`src/rtl/input_current_accumulator_if.sv`:
```
// Operand/result bundle between the spike/weight register file and the accumulator.
interface input_current_accumulator_if #(
  parameter int M     = 8,
  parameter int W     = 2,
  parameter int OUT_W = 6
);
  logic                    start;
  logic [M-1:0]            input_spikes;
  logic [M*W-1:0]          weights;
  logic signed [OUT_W-1:0] input_current;
  logic                    busy;
  logic                    done;

  modport master (
    output start, input_spikes, weights,
    input  input_current, busy, done
  );

  modport slave (
    input  start, input_spikes, weights,
    output input_current, busy, done
  );
endinterface

```
`src/rtl/input_current_accumulator.sv`:
```
// Time-multiplexed weighted-spike accumulator, LANES inputs per cycle; done N+1 cycles after start.
// start is ignored while busy (no queuing); ICC_SATURATE_EN clamps each step instead of wrapping.
module input_current_accumulator #(
  parameter int M     = 8,
  parameter int W     = 2,
  parameter int LANES = 4,
  parameter int OUT_W = 6
) (
  input  logic                          i_clk,
  input  logic                          i_reset,
  input_current_accumulator_if.slave    io_bus
);
  localparam int N    = (M + LANES - 1) / LANES;
  localparam int CW   = (N > 1) ? $clog2(N) : 1;
  localparam int SW   = W + $clog2(LANES) + 1;
  localparam int AW   = OUT_W + 1;
  localparam int SUMW = ((AW > SW) ? AW : SW) + 1;
  localparam int PADN = N * LANES;

  typedef enum logic {IDLE, ACCUM} state_t;

  state_t                  r_state;
  logic [M-1:0]            r_spikes;
  logic [M*W-1:0]          r_weights;
  logic [CW-1:0]           r_chunk;
  logic signed [AW-1:0]    r_acc;
  logic signed [OUT_W-1:0] r_current;
  logic                    r_busy;
  logic                    r_done;

  logic [PADN-1:0]         w_spk_pad;
  logic [PADN*W-1:0]       w_wt_pad;
  logic signed [W-1:0]     w_lane_wt;
  logic signed [SW-1:0]    w_chunk_sum;
  logic signed [SUMW-1:0]  w_sum;
  logic signed [AW-1:0]    w_acc_next;

  // Zero padding past M makes the tail lanes of the last chunk contribute nothing.
  always_comb begin
    w_spk_pad = '0;
    w_wt_pad  = '0;
    w_spk_pad[M-1:0]   = r_spikes;
    w_wt_pad[M*W-1:0]  = r_weights;
  end

  always_comb begin
    w_chunk_sum = '0;
    w_lane_wt   = '0;
    for (int l = 0; l < LANES; l++) begin
      w_lane_wt = w_wt_pad[(int'(r_chunk) * LANES + l) * W +: W];
      if (w_spk_pad[int'(r_chunk) * LANES + l])
        w_chunk_sum = w_chunk_sum + SW'(w_lane_wt);
    end
  end

  assign w_sum = SUMW'(r_acc) + SUMW'(w_chunk_sum);

`ifdef ICC_SATURATE_EN
  localparam logic signed [SUMW-1:0] MAXV = SUMW'((1 <<< (OUT_W - 1)) - 1);
  localparam logic signed [SUMW-1:0] MINV = SUMW'(-(1 <<< (OUT_W - 1)));

  always_comb begin
    if (w_sum > MAXV)
      w_acc_next = AW'(MAXV);
    else if (w_sum < MINV)
      w_acc_next = AW'(MINV);
    else
      w_acc_next = AW'(w_sum);
  end
`else
  logic signed [OUT_W-1:0] w_wrap;

  always_comb begin
    w_wrap     = OUT_W'(w_sum);
    w_acc_next = AW'(w_wrap);
  end
`endif

  always_ff @(posedge i_clk) begin
    if (i_reset) begin
      r_state   <= IDLE;
      r_spikes  <= '0;
      r_weights <= '0;
      r_chunk   <= '0;
      r_acc     <= '0;
      r_current <= '0;
      r_busy    <= 1'b0;
      r_done    <= 1'b0;
    end else begin
      r_done <= 1'b0;
      if (r_state == IDLE) begin
        if (io_bus.start) begin
          r_spikes  <= io_bus.input_spikes;
          r_weights <= io_bus.weights;
          r_acc     <= '0;
          r_chunk   <= '0;
          r_busy    <= 1'b1;
          r_state   <= ACCUM;
        end
      end else begin
        r_acc   <= w_acc_next;
        r_chunk <= r_chunk + 1'b1;
        if (r_chunk == CW'(N - 1)) begin
          r_current <= w_acc_next[OUT_W-1:0];
          r_done    <= 1'b1;
          r_busy    <= 1'b0;
          r_state   <= IDLE;
        end
      end
    end
  end

  assign io_bus.input_current = r_current;
  assign io_bus.busy          = r_busy;
  assign io_bus.done          = r_done;
endmodule

```
`src/flat_wrapper.sv`:
```
// flat-port wrapper written by rule: the top's interface ports become plain ports
module input_current_accumulator_flat 
#(
  parameter int M     = 8,
  parameter int W     = 2,
  parameter int LANES = 4,
  parameter int OUT_W = 6
)
  (i_clk, i_reset, io_bus_start, io_bus_input_spikes, io_bus_weights, io_bus_input_current, io_bus_busy, io_bus_done);
  input_current_accumulator_if #(.M(M), .W(W), .OUT_W(OUT_W)) io_bus_i ();
  input  logic i_clk;
  input  logic i_reset;
  input wire logic [$bits(io_bus_i.start)-1:0] io_bus_start;
  input wire logic [$bits(io_bus_i.input_spikes)-1:0] io_bus_input_spikes;
  input wire logic [$bits(io_bus_i.weights)-1:0] io_bus_weights;
  output wire logic [$bits(io_bus_i.input_current)-1:0] io_bus_input_current;
  output wire logic [$bits(io_bus_i.busy)-1:0] io_bus_busy;
  output wire logic [$bits(io_bus_i.done)-1:0] io_bus_done;
  assign io_bus_i.start = io_bus_start;
  assign io_bus_i.input_spikes = io_bus_input_spikes;
  assign io_bus_i.weights = io_bus_weights;
  assign io_bus_input_current = io_bus_i.input_current;
  assign io_bus_busy = io_bus_i.busy;
  assign io_bus_done = io_bus_i.done;
  input_current_accumulator #(.M(M), .W(W), .LANES(LANES), .OUT_W(OUT_W)) u_core (.i_clk(i_clk), .i_reset(i_reset), .io_bus(io_bus_i));
endmodule
```
`config.mk`:
```
export PLATFORM = sky130hd
export DESIGN_NAME = input_current_accumulator_flat
export DESIGN_NICKNAME = d
export VERILOG_FILES = /design/src/rtl/input_current_accumulator_if.sv /design/src/rtl/input_current_accumulator.sv /design/src/flat_wrapper.sv
export SDC_FILE = /design/constraint.sdc
export NUM_CORES = 1
export LEC_CHECK = 0
export CAP_MARGIN = 40
export CORE_AREA = 2 2 66 68
export CTS_CLUSTER_SIZE = 28
export DETAILED_ROUTE_END_ITERATION = 16
export DIE_AREA = 0 0 68 70
export GPL_TIMING_DRIVEN = 1
export PLACE_DENSITY_LB_ADDON = 0.05
export SLEW_MARGIN = 5
export SYNTH_ARGS = -nofsm -noshare
export SYNTH_HDL_FRONTEND = slang
export SYNTH_SLANG_ARGS = --single-unit
```
`constraint.sdc`:
```
create_clock -name i_clk -period 9 [get_ports i_clk]
set_clock_uncertainty 0.15 [all_clocks]
set_input_delay 2.25 -clock i_clk [delete_from_list [all_inputs] [get_ports i_clk]]
set_output_delay 2.25 -clock i_clk [all_outputs]
set_load 0.01 [all_outputs]
```
==> results of run 1 <==
[power by group through the flow]
stage                     Clock (W)  Combinational, W  Sequential, W
after global placement            0         0.0000911       0.000200
after global routing       0.000161          0.000106       0.000198
after floorplan                   0         0.0000675       0.000196
after CTS                  0.000155         0.0000950       0.000196
final                      0.000150         0.0000943       0.000196
after detailed placement          0         0.0000945       0.000200
[worst min path at each step]
| stage | end | slack, ns | cells past startpoint | start |
|---|---|---|---|---|
| after global placement | u_core.r_weights[12]$_SDFFE_PP0P_ | 0.29 | 2 | u_core.r_weights[12]$_SDFFE_PP0P_ |
| final | u_core.r_weights[7]$_SDFFE_PP0P_ | 0.31 | 2 | u_core.r_weights[7]$_SDFFE_PP0P_ |
| after CTS | u_core.r_weights[7]$_SDFFE_PP0P_ | 0.31 | 2 | u_core.r_weights[7]$_SDFFE_PP0P_ |
| after detailed placement | u_core.r_weights[7]$_SDFFE_PP0P_ | 0.30 | 2 | u_core.r_weights[7]$_SDFFE_PP0P_ |
| after global routing | u_core.r_weights[14]$_SDFFE_PP0P_ | 0.32 | 2 | u_core.r_weights[14]$_SDFFE_PP0P_ |
| after floorplan | u_core.r_weights[10]$_SDFFE_PP0P_ | 0.28 | 2 | u_core.r_weights[10]$_SDFFE_PP0P_ |
[flip-flops by register name, summed over array words and instances, names as in the netlist]
register and flops:
u_core.io_bus.busy 1, u_core.io_bus.done 1, u_core.io_bus.input_current 6, u_core.r_acc 6, u_core.r_chunk 1, u_core.r_spikes 8
u_core.r_state 1, u_core.r_weights 16
[per-stage QoR]
| stage | instance area (um2) | setup slack [ns] | hold slack, ns | utilization |
|---|---|---|---|---|
| global route | 2750 | 2.75 | 0.321 | 0.663 |
| finish | 2750 | 3.18 | 0.309 | 0.663 |
| detailed placement | 2630 | 3.21 | 0.298 | 0.635 |
| CTS | 2750 | 3.16 | 0.310 | 0.663 |
| floorplan | 2250 | 3.44 | 0.283 | - |
| global placement | 2620 | 3.38 | 0.295 | 0.632 |
[layout make-up]
type,count,share of cell area
Tap cell,52,0.0237
Sequential cell,40,0.291
Timing Repair Buffer,37,0.135
Clock inverter,3,0.0168
Inverter,14,0.0191
Clock buffer,5,0.0250
Multi-Input combinational cell,207,0.489
[cell families (layout without fill, tap and decap cells)]
kind of cell,after synthesis,after routing,synth area share
and+or+nand+nor,101,101,0.193
AOI/OAI and AO/OA,61,61,0.158
DFF,40,40,0.356
buffers and inverters,27,59,0.0457
adders and majority gates,20,20,0.135
muxes,16,16,0.0768
xor gates and xnor gates,9,9,0.0351
[layer usage]
metal / share of wire / up-vias / track usage
met5: 0 / - / 0
met4: 0.016 / 0 / 0.0800
met3: 0.030 / 7 / 0.0531
met2: 0.49 / 22 / 0.368
met1: 0.46 / 869 / 0.286
li1: - / 981 / -
[worst max-delay path: cells and delay by family (launching register included)]
kind | cells | cell delay, ns
buf+inv | 1 | 0.09
compound gates | 6 | 1.59
fa+ha+maj | 5 | 1.91
simple gates | 6 | 1.03
xor+xnor | 1 | 0.14
flops | 1 | 0.85
[cells in the final DEF, fill, tap and decap left out, types with 4 or more instances in the layout]
cell,count
mux2i_1,6
nor2_1,17
mux2_2,10
clkdlybuf4s50_1,34
inv_1,14
fa_1,7
nand2_1,63
a31oi_1,4
ha_1,13
xnor2_1,6
a21oi_1,41
clkbuf_8,5
dfxtp_1,40
==> run_results.csv, run 1 <==
group,metric,value,unit
setup_path,cp-start-kind,"flop",
layout,multiInputGateArea,1340,um2
yosys,synth_top_area_share,0.356,
routing,ant_nets,0,
clocking,htree_levels,2,
setup_path,crit_start,"u_core.r_chunk$_SDFFE_PP0P_",
clocking,cts-buffers-inserted,5,
yosys,synth_top_area_cell,"dfxtp_1",
power,p_sw_frac,0.283,
setup_path,r2r_cells,19,
clocking,cts_setup_buffers,0,
layout,drive_above_1_share,0.0719,
timing,rsz0062_at_grt,"false",
timing,tightest_slew,0.799,ns
timing,min_period_over_period,0.646,
grt,grt_pass1_wl,8.24,mm
floorplan,io-pin-count,35,
routing,wl_per_cell,13.6,um
setup_path,crit_path_end_kind,"flop",
routing,drtPass1Iterations,4,
power,powerDensity,160,nW/um2
clocking,cts_sinks,40,
yosys,syn_inst,274,
clocking,cts.path.max_buffers,2,
grt,grt_usage,0.226,
grt,gr-total-overflow,0,
setup_path,reg2reg_to,"u_core.io_bus.input_current[5]$_SDFFE_PP0P_",
setup_path,timing.rr.start,"u_core.r_chunk$_SDFFE_PP0P_",
power,p_switching,0.000125,W
placement,dp_cells,350,
routing,avgViaCountPerCell,5.25,
yosys,synth.yosys.seq_area_share,0.356,
placement,gp_congestion,0.849,
job,drv_cap,0,
yosys,synth_common_cells,"nand2_1 (63), a21oi_1 (41), dfxtp_1 (40), nor2_1 (17), inv_1 (14)",
timing,fmax,172,MHz
yosys,async_reset_ff_frac,0,
floorplan,die_height,70,um
floorplan,die_area,4760,um2
timing,setup_violations,0,
setup_path,crit_top_cell,"fa_1",
yosys,yosysUniqueCellTypes,35,
routing,routed_wl,4.85,mm
setup_path,crit_path_end,"u_core.io_bus.input_current[5]$_SDFFE_PP0P_",
yosys,syn_nets,321,
clocking,clk_latency,0.29,ns
setup_path,cp_slowest_cell,"dfxtp_1",
floorplan,core_area,4140,um2
yosys,synth_area_per_cell,8.20,um2
placement,place_hpwl,3.61,mm
setup_path,worstPathArrival,5.91,ns
yosys,synthTopCellsByArea,"dfxtp_1 (36%), nand2_1 (11%), a21oi_1 (9.1%)",
setup_path,cp.required,9.09,ns
setup_path,slowest_delay,0.85,ns
setup_path,path_cells,"nor2_1 > a31oi_1 > fa_1 > o21a_1 > fa_1 > inv_1 > fa_1 > a21oi_1 > ha_1 > nor2b_1 > o21a_1 > or4_1 > nand3b_1 > nand2_1 > ha_1 > a21oi_1 > xnor2_1 > a2111o_1 > nand3_1",
layout,num_antenna_cells,0,
layout,nFillCells,348,
power,p_total,0.000441,W
power,p_comb_frac,0.214,
grt,antenna_found_initial,0,
clocking,clock-root-buffer,"clkbuf_8",
timing,finalCriticalPeriod,5.82,ns
layout,final_nets,352,
yosys,yosys_warnings,0,
routing,num_vias,1879,
layout,area_delta_synth_final,22.3,%
yosys,synth_ff_type,"dfxtp_1",
grt,first_global_vias,1854,
power,clkPwrFrac,0.341,
clocking,cts_tree,"built",
timing,slew-limit-headroom,0.467,
routing,drc,0,
routing,dr.first_iter.drc_count,75,
power,ir_worst_vdd,0.122,mV
yosys,synth_area,2250,um2
power,intPower,0.000316,W
setup_path,rrSetupSlack,3.18,ns
power,seq_power_share,0.445,
floorplan,die_w,68,um
clocking,cts_resized,0,
setup_path,worstSetupPathType,"flop to flop",
timing,fin_setup_tns,0,ns
floorplan,initial_utilization,0.542,
timing,final_max_slew_viol_count,0,
clocking,clk_pin_slew_worst_paths,0.08,ns
outcome,outcome,"finished, final reports clean",
layout,layout.cells.non_filler,358,
timing,hold_viol,0,
power,p_leak,1.13,nW
layout,seq_area,801,um2
grt,grt_max_degree,43,
yosys,synth_edf_count,0,
placement,port_buffers,34,
setup_path,worstPathMaxFanout,22,
yosys,yosysMostFrequentCell,"nand2_1",
yosys,synth_seq_cells,40,
clocking,ctsHoldBuffers,0,
min_path,hp-class,"flop to flop",
floorplan,rows,24,
No activity file was read; power rests on OpenSTA's default activity.
==> inputs of run 2 (changes only) <==
--- a/config.mk
+++ b/config.mk
@@ -6,10 +6,10 @@
 export NUM_CORES = 1
 export LEC_CHECK = 0
 export CAP_MARGIN = 40
-export CORE_AREA = 2 2 66 68
+export CORE_AREA = 2 2 69 71
 export CTS_CLUSTER_SIZE = 28
 export DETAILED_ROUTE_END_ITERATION = 16
-export DIE_AREA = 0 0 68 70
+export DIE_AREA = 0 0 71 73
 export GPL_TIMING_DRIVEN = 1
 export PLACE_DENSITY_LB_ADDON = 0.05
 export SLEW_MARGIN = 5
==> constraint.sdc (replaced) <==
create_clock -name i_clk -period 5.6 [get_ports i_clk]
set_clock_uncertainty 0.15 [all_clocks]
set_input_delay 1.4 -clock i_clk [delete_from_list [all_inputs] [get_ports i_clk]]
set_output_delay 1.4 -clock i_clk [all_outputs]
set_load 0.01 [all_outputs]
==> run 2 against run 1 <==
  * Sequential power increased by 60%
  * Final area increased by 0.23%
  * Critical path depth unchanged
  * Clock-buffer cell count increased by 1
  * Register-to-register slack got worse by 2.9 ns
  * Sequential share of layout area about the same
  * Sequential cell count unchanged
  * Largest cell class unchanged
  * Largest power group unchanged
==> run_results.csv, run 2 (synthesis results as in run 1) <==
group,metric,value,unit
power,p_leak,1.14,nW
setup_path,path_cells,"mux2_2 > ha_1 > fa_1 > o21a_1 > fa_1 > inv_1 > fa_1 > a21oi_2 > ha_1 > nor2b_1 > o21a_1 > or4_1 > a21bo_2 > nand2_1 > ha_1 > a21oi_1 > xnor2_1 > a2111o_1 > nand3_1",
timing,rsz0062_at_grt,"false",
clocking,clk_pin_slew_worst_paths,0.07,ns
power,clkPwrFrac,0.275,
clocking,cts_tree,"built",
timing,fmax,189,MHz
power,p_total,0.000651,W
power,seq_power_share,0.482,
routing,routed_wl,4.75,mm
routing,dr.first_iter.drc_count,119,
floorplan,core_area,4540,um2
timing,finalCriticalPeriod,5.30,ns
setup_path,worstPathMaxFanout,8,
timing,slew-limit-headroom,0.585,
setup_path,cp-start-kind,"flop",
layout,num_antenna_cells,0,
floorplan,io-pin-count,35,
setup_path,crit_start,"u_core.r_chunk$_SDFFE_PP0P_",
routing,wl_per_cell,13.1,um
setup_path,cp_top_family,"adder cells",
timing,fin_setup_tns,0,ns
grt,grt_usage,0.205,
layout,area_delta_synth_final,22.6,%
layout,layout_common_cells,"nand2_1 (63), a21oi_1 (40), dfxtp_1 (39), clkdlybuf4s50_1 (34), nor2_1 (17)",
timing,hold_viol,0,
clocking,clk_latency,0.29,ns
setup_path,worstPathArrival,5.38,ns
min_path,min-delay-start,"u_core.r_weights[7]$_SDFFE_PP0P_",
layout,seq_area,802,um2
timing,final_max_slew_viol_count,0,
setup_path,slowest_delay,0.43,ns
setup_path,cp.required,5.68,ns
power,intPower,0.000462,W
grt,grt_pass1_wl,8.39,mm
layout,largest_register,"u_core.r_weights",
power,ir_worst_vdd,0.124,mV
clocking,cts-buffers-inserted,5,
layout,largest_reg_flops,16,
layout,multiInputGateArea,1350,um2
grt,antenna_found_initial,0,
clocking,cts.path.max_buffers,2,
floorplan,die_height,73,um
timing,min_period_over_period,0.946,
placement,place_hpwl,3.64,mm
grt,grt_max_degree,26,
floorplan,initial_utilization,0.495,
routing,num_vias,1923,
clocking,ctsHoldBuffers,0,
grt,first_global_vias,1854,
job,drv_cap,0,
power,p_sw_frac,0.289,
layout,final_common_cell,"nand2_1",
timing,setup_violations,0,
layout,largestRegisters,"u_core.r_weights x16, u_core.r_spikes x8",
placement,gp_congestion,0.872,
setup_path,crit_path_end_kind,"flop",
outcome,outcome,"finished, final reports clean",
floorplan,die_area,5180,um2
routing,ant_nets,0,
grt,gr-total-overflow,0,
routing,drtPass1Iterations,4,
power,p_comb_frac,0.243,
clocking,clock-root-buffer,"clkbuf_8",
setup_path,timing.critical_path.buf_inv,1,
placement,port_buffers,34,
timing,holdWs,0.308,ns
setup_path,worstSetupPathType,"flop to flop",
layout,nFillCells,412,
setup_path,timing.rr.start,"u_core.r_chunk$_SDFFE_PP0P_",
routing,drc,0,
clocking,cts_sinks,40,
layout,drive_above_1_share,0.0874,
timing,tightest_slew,0.605,ns
setup_path,cp_slowest_cell,"fa_1",
power,p_switching,0.000188,W
routing,avgViaCountPerCell,5.30,
layout,final_nets,356,
floorplan,die_w,71,um
floorplan,rows,25,
power,powerDensity,236,nW/um2
min_path,hp-class,"flop to flop",
clocking,htree_levels,2,
## run 2: layer usage
layer | global-route usage | share of wire | vias up
met3 | 0.0401 | 0.057 | 6
met4 | 0.0671 | 0.0080 | 0
met1 | 0.259 | 0.44 | 876
li1 | - | - | 988
met5 | 0 | 0 | -
met2 | 0.354 | 0.50 | 53
## run 2: power groups by stage
stage / Combinational (W) / Sequential (W) / Clock, W
3_3_place_gp: 0.000152 / 0.000319 / 0
4_1_cts: 0.000158 / 0.000313 / 0.000186
2_1_floorplan: 0.000108 / 0.000315 / 0
5_1_grt: 0.000182 / 0.000316 / 0.000195
6_report: 0.000158 / 0.000313 / 0.000179
3_5_place_dp: 0.000157 / 0.000320 / 0
## run 2: final cells by class
class,count,area share
flip-flops and latches,40,0.291
clock inverters,1,0.00182
clock buffers,6,0.0264
multi-input cells,207,0.492
well taps,54,0.0245
repair buffers,41,0.145
inverters,14,0.0191
## run 2: worst register-to-register path, stage by stage, from the launching register on
cell and delay (ns):
dfxtp_2 0.41, mux2_2 0.35, ha_1 0.22, fa_1 0.43, o21a_1 0.24, fa_1 0.39, inv_1 0.08, fa_1 0.43
a21oi_2 0.16, ha_1 0.27, nor2b_1 0.14, o21a_1 0.18, or4_1 0.42, a21bo_2 0.27, nand2_1 0.08, ha_1 0.25
a21oi_1 0.17, xnor2_1 0.14, a2111o_1 0.37, nand3_1 0.08
## run 2: per-stage QoR
step	util	area, um2	setup WS (ns)	std cells
final	0.607	2750	0.302	363
after global routing	0.607	2750	0.0119	363
after CTS	0.603	2740	0.174	362
after detailed placement	0.586	2660	0.213	355
after global placement	0.583	2640	0.345	354
after floorplan	-	2250	0.0376	274
## run 2: worst paths after layout
check / cells past startpoint / slack [ns] / end
worst max-delay path: 19 / 0.30 / u_core.io_bus.input_current[5]$_SDFFE_PP0P_
worst max register to register: 19 / 0.30 / u_core.io_bus.input_current[5]$_SDFFE_PP0P_
worst min register to register: 2 / 0.31 / u_core.r_weights[7]$_SDFFE_PP0P_
worst min-delay path: 2 / 0.31 / u_core.r_weights[7]$_SDFFE_PP0P_
## run 2: timing repair
action | CTS | global route
resized for setup | 0 | 4
setup buffers | 0 | 1
setup endpoints to repair | 0 | 2
